**src/rtl/coherence_bus_ctrl.sv**
```systemverilog
// Memory-side bus and coherence controller for two write-back dcaches.
// Round-robin word arbitration, peer snooping with cache-to-cache forwarding, and write-hit invalidation.
module coherence_bus_ctrl #(
   parameter int WORD_W = 32,
   parameter int ADDR_W = 32
) (
   input  logic                   CLK,
   input  logic                   RST,
   input  logic [1:0]             dREN,
   input  logic [1:0]             dWEN,
   input  logic [1:0][ADDR_W-1:0] daddr,
   input  logic [1:0][WORD_W-1:0] dstore,
   input  logic [1:0]             ccwrite,
   output logic [1:0]             dwait,
   output logic [1:0][WORD_W-1:0] dload,
   output logic [1:0]             ccwait,
   output logic [1:0]             ccinv,
   output logic [1:0][ADDR_W-1:0] ccsnoopaddr,
   output logic                   ramREN,
   output logic                   ramWEN,
   output logic [ADDR_W-1:0]      ramaddr,
   output logic [WORD_W-1:0]      ramstore,
   input  logic [WORD_W-1:0]      ramload,
   input  logic [1:0]             ramstate
);

   // state    | meaning
   // S_IDLE   | arbitrate and latch grant, class and address; no bus activity
   // S_INVAL  | one-cycle invalidate broadcast to the peer
   // S_SNOOP  | one-cycle snoop of the peer; its ccwrite selects C2C or RAM_RD
   // S_C2C    | write forwarded dirty word to RAM, then hand it to the requester
   // S_RAM_RD | word read from RAM for the requester
   // S_RAM_WR | eviction/flush write of the requester's live store data
   typedef enum logic [2:0] {
      S_IDLE,
      S_INVAL,
      S_SNOOP,
      S_C2C,
      S_RAM_RD,
      S_RAM_WR
   } state_t;

   typedef enum logic [1:0] {
      C_RD,
      C_RDX,
      C_WR,
      C_INV
   } cls_t;

   localparam logic [1:0] RAM_ACCESS = 2'd2;

   state_t            r_state;
   state_t            w_next_state;
   cls_t              r_cls;
   cls_t              w_cls;
   logic              r_rr_last;
   logic              r_gnt;
   logic              w_gnt;
   logic              w_peer;
   logic [ADDR_W-1:0] r_addr;
   logic [WORD_W-1:0] r_buf;
   logic [1:0]        w_req;
   logic              w_grant_en;
   logic              w_cap_buf;
   logic              w_ram_done;

   assign w_req      = dREN | dWEN | ccwrite;
   assign w_peer     = ~r_gnt;
   assign w_ram_done = (ramstate == RAM_ACCESS);

   // On a tie the cache that was not granted last wins.
   always_comb begin
      w_gnt = w_req[1];
      if (&w_req) begin
         w_gnt = ~r_rr_last;
      end
      w_cls = C_INV;
      if (dWEN[w_gnt]) begin
         w_cls = C_WR;
      end else if (dREN[w_gnt] && ccwrite[w_gnt]) begin
         w_cls = C_RDX;
      end else if (dREN[w_gnt]) begin
         w_cls = C_RD;
      end
   end

   always_ff @(posedge CLK) begin
      if (RST) begin
         r_state   <= S_IDLE;
         r_rr_last <= 1'b1;
         r_gnt     <= 1'b0;
         r_cls     <= C_RD;
         r_addr    <= '0;
         r_buf     <= '0;
      end else begin
         r_state <= w_next_state;
         if (w_grant_en) begin
            r_gnt     <= w_gnt;
            r_rr_last <= w_gnt;
            r_cls     <= w_cls;
            r_addr    <= daddr[w_gnt];
         end
         if (w_cap_buf) begin
            r_buf <= dstore[w_peer];
         end
      end
   end

   always_comb begin
      w_next_state = r_state;
      w_grant_en   = 1'b0;
      w_cap_buf    = 1'b0;
      dwait        = 2'b11;
      dload        = '0;
      ccwait       = '0;
      ccinv        = '0;
      ccsnoopaddr  = '0;
      ramREN       = 1'b0;
      ramWEN       = 1'b0;
      ramaddr      = '0;
      ramstore     = '0;

      case (r_state)
         S_IDLE: begin
            if (|w_req) begin
               w_grant_en = 1'b1;
               case (w_cls)
                  C_INV:   w_next_state = S_INVAL;
                  C_WR:    w_next_state = S_RAM_WR;
                  default: w_next_state = S_SNOOP;
               endcase
            end
         end

         S_INVAL: begin
            ccwait[w_peer]      = 1'b1;
            ccinv[w_peer]       = 1'b1;
            ccsnoopaddr[w_peer] = r_addr;
            w_next_state        = S_IDLE;
         end

         S_SNOOP: begin
            ccwait[w_peer]      = 1'b1;
            ccinv[w_peer]       = (r_cls == C_RDX);
            ccsnoopaddr[w_peer] = r_addr;
            if (ccwrite[w_peer]) begin
               w_cap_buf    = 1'b1;
               w_next_state = S_C2C;
            end else begin
               w_next_state = S_RAM_RD;
            end
         end

         // Requester data always comes from the snoop buffer, RAM only absorbs the write-back.
         S_C2C: begin
            ramWEN   = 1'b1;
            ramaddr  = r_addr;
            ramstore = r_buf;
            if (w_ram_done) begin
               dwait[r_gnt] = 1'b0;
               dload[r_gnt] = r_buf;
               w_next_state = S_IDLE;
            end
         end

         S_RAM_RD: begin
            ramREN  = 1'b1;
            ramaddr = r_addr;
            if (w_ram_done) begin
               dwait[r_gnt] = 1'b0;
               dload[r_gnt] = ramload;
               w_next_state = S_IDLE;
            end
         end

         S_RAM_WR: begin
            ramWEN   = 1'b1;
            ramaddr  = r_addr;
            ramstore = dstore[r_gnt];
            if (w_ram_done) begin
               dwait[r_gnt] = 1'b0;
               w_next_state = S_IDLE;
            end
         end

         default: begin
            w_next_state = S_IDLE;
         end
      endcase
   end

endmodule

```
**config.mk**
```make
export PLATFORM = sky130hd
export DESIGN_NAME = coherence_bus_ctrl
export DESIGN_NICKNAME = d
export VERILOG_FILES = /design/src/rtl/coherence_bus_ctrl.sv
export SDC_FILE = /design/constraint.sdc
export NUM_CORES = 1
export LEC_CHECK = 0
export BUFFER_PORTS_ARGS = -buffer_cell sky130_fd_sc_hd__buf_2
export CAP_MARGIN = 25
export CORE_AREA = 2 2 146 148
export CTS_CLUSTER_SIZE = 14
export DETAILED_ROUTE_END_ITERATION = 10
export DIE_AREA = 0 0 148 150
export SYNTH_ARGS = -nofsm -noshare
export SYNTH_HDL_FRONTEND = slang
export SYNTH_SLANG_ARGS = --single-unit
```
**constraint.sdc**
```tcl
create_clock -name CLK -period 1.9 [get_ports CLK]
set_input_delay 0.19 -clock CLK [delete_from_list [all_inputs] [get_ports CLK]]
set_output_delay 0.19 -clock CLK [all_outputs]
set_load 0.05 [all_outputs]
```
Yosys cells after proc, flatten, opt, wreduce, memory -nomap -nowiden
Index checks and enable logic that the tools add are counted.
Word-level totals
  register bits after elaboration: 71
  input bits: 170
  output and inout bits: 200
Cells by class
  magnitude comparators: 5
  equal/unequal tests: 11
  muxes and demuxes: 47
  bitwise logic cells: 9
  reductions and logical operators: 10
Operators by type and width (count)
  $mux 32: 9
  $and 64x64->64: 3
  $mux 64: 3
  $pmux 64 s2: 1
  $demux 32 s1: 2
  $pmux 32 s2: 1
  $mux 1: 17
  $mux 2: 6
  $mux 3: 3
  $pmux 3 s3: 1
  $eq 2x2->1 const B: 3
  $eq 3x2->1 const B: 2
  $eq 3x3->1 const B: 2
  $lt 1x2->1 const B: 3
  $pmux 3 s2: 1
  $reduce_or 2->1: 3
  $or 2x2->2: 2
  $pmux 2 s2: 1
  $reduce_and 2->1: 2
  $eq 3x1->1 const B: 1
  $logic_and 1x1->1: 3
  $logic_not 3->1: 1
  $reduce_or 3->1: 1
  $and 2x2->2: 1
  7 further kinds: 10

Depth between registers and ports, before layout
  word-level depth: 13
  depth in mapped cells: 7

Worst setup path before layout
OpenSTA, ideal clock, no wires.
  kind: reg2out
  from: register r_state[2]
  to: output port dload[21] (netlist name)
  data arrival time: 2348 ps
  required time: 1710 ps
  path slack: -638 ps
  stages on the path, launching flop included: 6
  path through: dfxtp_1 buf_2 nor3b_2 clkbuf_1 a22oi_1 nor2_1
RTL lines
  start, declared: RTL line 52  | state_t r_state;
  start signal, assigned: RTL line 96  | r_state <= w_next_state;
  end, declared: RTL line 15  | output logic [1:0][WORD_W-1:0] dload,

==> flow_metrics.py <==
metrics = {
    "hold_path": {
        "hold_path_class": "in -> reg",
    },
    "timing": {
        "setup-violations-final": 180,
        "fin_setup_tns_ns": -13.70,
        "hold_violations": 0,
        "layout_min_cycle_time_ns": 2.09,
        "final_max_slew_viol_count": 0,
        "fin_ws_ns": -0.187,
        "rsz0062_at_grt": "yes",
        "clock_skew_ns": 0.00567,
        "slew_headroom_pct": 71.5,
        "fmax_ghz": 0.479,
        "worst_pin_slew_ns": 0.424,
        "fin_crit_sh_pct": 110,
    },
    "pwr": {
        "power_frac_clock_pct": 15.1,
        "p_sw_share_pct": 48.3,
        "pwr-share-comb_pct": 64.8,
        "power_frac_seq_pct": 20.2,
        "ir_worst_vdd_mv": 0.728,
        "powerDensity_nw_per_um2": 1130,
        "leakagePower_nw": 4.53,
        "p_int_w": 0.00645,
        "switching_power_w": 0.00603,
    },
    "cells_and_area": {
        "final_util_pct": 53.2,
        "nets": 1276,
        "drive_gt1_share_pct": 59.4,
        "syn2layout_area_growth_pct": 108,
    },
    "yosys": {
        "yosys_most_used_dff": "dfxtp_1",
        "syn_nets": 898,
        "synthMuxAreaShare_pct": 12.7,
        "synth.area.top_cells": "dfxtp_1 (27%), mux2i_1 (13%), and2_1 (11%)",
        "synth_area_per_cell_um2": 7.27,
        "synth_top_family_by_area": "simple AND/OR/NAND/NOR gates",
        "yosysTopAreaCellShare_pct": 26.9,
        "yosys.area_share.simple_pct": 31.4,
        "synthAdderAreaFrac_pct": 0,
        "synth_compound_area_share_pct": 22.4,
        "yosysWarningCount": 0,
        "yosysTopAreaCell": "dfxtp_1",
        "synthXorXnorAreaFrac_pct": 0.166,
        "ys_async_sr_fraction_pct": 0,
        "syn_area_um2": 5290,
        "ys_types": 41,
        "yosysSeqAreaShare_pct": 26.9,
        "synthCells": 728,
        "synth-seq-cells": 71,
        "synth-edff-count": 0,
    },
    "grt": {
        "grt_overflow_total": 0,
        "grt_pass1_vias": 6721,
        "grt_use_total_pct": 21.2,
        "grt_pass1_wl_mm": 36.9,
        "antenna_found_initial": 1,
        "grt_max_degree": 67,
    },
    "floorplanning": {
        "coreArea_um2": 20700,
        "io_pins": 370,
        "fp.dieArea_um2": 22200,
        "die_w_um": 148,
        "row_count": 53,
        "start_util_pct": 25.6,
        "dieHeight_um": 150,
    },
    "critical_path": {
        "reg2reg_slack_ns": 0.12,
        "crit_end": "dload[20]",
        "worstPathRequired_ns": 1.71,
        "cp-start-kind": "flop",
        "critical_path.max_fanout": 7,
        "reg2reg_depth": 6,
        "endpoint_kind": "output pin",
        "crit_start": "r_state[2]$_SDFFE_PP0P_",
        "rr_endpoint": "r_addr[2]$_SDFFE_PP0P_",
        "worstReg2RegStart": "r_state[1]$_SDFFE_PP0P_",
        "critPathKind": "reg -> out",
        "crit_arrival_ns": 1.90,
    },
    "drt": {
        "finalWirelength_mm": 28.0,
        "detail-route-antenna-nets": 0,
        "vias_per_cell": 5.06,
        "drc": 0,
        "wl_per_cell_um": 20.2,
        "dr_total_vias": 7017,
        "drtIter0Drc": 446,
        "firstDrtPassIters": 5,
    },
    "outcome": {
        "status": "complete, but fails checks",
        "violations": "setup timing",
    },
    "clock_tree": {
        "clkSinkCount": 71,
        "clkTransAtPathRegs_ns": 0.06,
        "numCtsBuffers": 9,
        "cts_max_path_buffers": 2,
        "htree_levels": 3,
        "ctsHoldBuffers": 0,
        "cts_tree": "done",
        "cts_root_buf": "clkbuf_16",
        "clk_latency_ns": 0.34,
    },
    "job": {
        "cap_viol_max_count": 0,
    },
    "place": {
        "hpwl_mm": 16.7,
        "globalplace.congestion": 0.797,
        "io_buffers": 369,
    },
}
[cell usage after synthesis (3+ instances only)]
| cell | instances |
|---|---|
| a211oi_1 | 33 |
| a21oi_1 | 6 |
| a22oi_1 | 32 |
| a311oi_1 | 20 |
| a311oi_2 | 12 |
| and2_1 | 96 |
| buf_1 | 7 |
| buf_2 | 21 |
| buf_6 | 3 |
| clkbuf_1 | 38 |
| dfxtp_1 | 71 |
| inv_1 | 5 |
| mux2i_1 | 67 |
| nand2_1 | 99 |
| nand2b_1 | 4 |
| nor2_1 | 137 |
| nor2b_1 | 4 |
| nor3_1 | 7 |
| o211ai_1 | 3 |
| o21ai_0 | 36 |
[worst max-delay path, cell delays in order (launching register included)]
cell and delay, ns:
dfxtp_2 0.36, and3b_4 0.25, buf_12 0.15, clkbuf_16 0.17, a22oi_2 0.38, nor2_2 0.09, buf_6 0.17
[worst min path at each step]
stage	from	depth (start not counted)	slack (ns)	end
4_1_cts	daddr[11]	3	0.09	r_addr[11]$_SDFFE_PP0P_
5_1_grt	daddr[55]	3	0.1	r_addr[23]$_SDFFE_PP0P_
2_1_floorplan	ccwrite[1]	2	0.34	r_cls[0]$_SDFFE_PP0P_
3_3_place_gp	daddr[20]	3	0.46	r_addr[20]$_SDFFE_PP0P_
3_5_place_dp	daddr[11]	3	0.46	r_addr[11]$_SDFFE_PP0P_
6_report	daddr[20]	3	0.11	r_addr[20]$_SDFFE_PP0P_
[cell type report]
cell class | count | area (um^2)
Timing Repair Buffer | 438 | 4380
Sequential cell | 71 | 1430
Inverter | 5 | 18.8
Antenna cell | 1 | 2.50
Clock buffer | 13 | 260
Multi-Input combinational cell | 581 | 4510
Clock inverter | 3 | 65.1
Fill cell | 1843 | 9690
Tap cell | 275 | 344
[cells by family (layout without fill, tap and decap cells)]
kind of cell / count (synthesis) / count (layout)
AND/OR/NAND/NOR: 358 / 358
AO/OA/AOI/OAI: 155 / 155
buffers and inverters: 76 / 459
flip-flops: 71 / 71
multiplexers: 67 / 67
XOR/XNOR: 1 / 1
other: 0 / 1
[repair_timing]
item,in CTS,in global routing
hold endpoints to repair,0,0
gates cloned,7,12
gates resized for setup,440,212
setup buffers,13,5
pin swaps,33,24
setup endpoints to repair,198,208
[per-stage QoR]
step	hold WS, ns	instance area, um^2	instances	worst slack (ns)	total power [W]
floorplan	0.337	5600	728	-0.231	0.00698
CTS	0.0925	9960	1369	-0.146	0.0115
global route	0.0999	11000	1387	-0.227	0.0131
detailed placement	0.460	7900	1333	0.0231	0.00867
global placement	0.457	7900	1333	0.0489	0.00858
finish	0.110	11000	1387	-0.187	0.0125
[cell usage in the layout, fill, tap and decap left out, types with 19 or more instances in the layout]
cell,instances
a311oi_1,20
mux2i_1,67
nor2_1,72
and2_4,30
buf_12,21
a211oi_1,33
o21ai_2,31
nor2_4,63
buf_8,66
a22oi_2,32
dfxtp_1,67
nand2_1,92
and2_1,55
clkbuf_16,19
buf_2,170
buf_4,39
buf_6,121
[power by group through the flow]
stage          registers (W)  clock network (W)  logic, W
3_5_place_dp         0.00247                  0   0.00620
5_1_grt              0.00256            0.00200   0.00853
3_3_place_gp         0.00245                  0   0.00614
2_1_floorplan        0.00220                  0   0.00478
4_1_cts              0.00246            0.00194   0.00709
6_report             0.00252            0.00188   0.00808
[flip-flops by register name, summed over array words and instances (netlist names)]
name	flops
r_addr	32
r_buf	32
r_cls	2
r_gnt	1
r_rr_last	1
r_state	3
[routing by layer]
metal  GRT usage (%)  part of all wire (%)  routed length [um]
met5               0                     0                   0
met4            7.90                   3.1                 879
met3            4.48                   5.5                1540
met2            36.4                    51               14300
met1            26.0                    40               11200
Power figures use the tool's default switching activity.
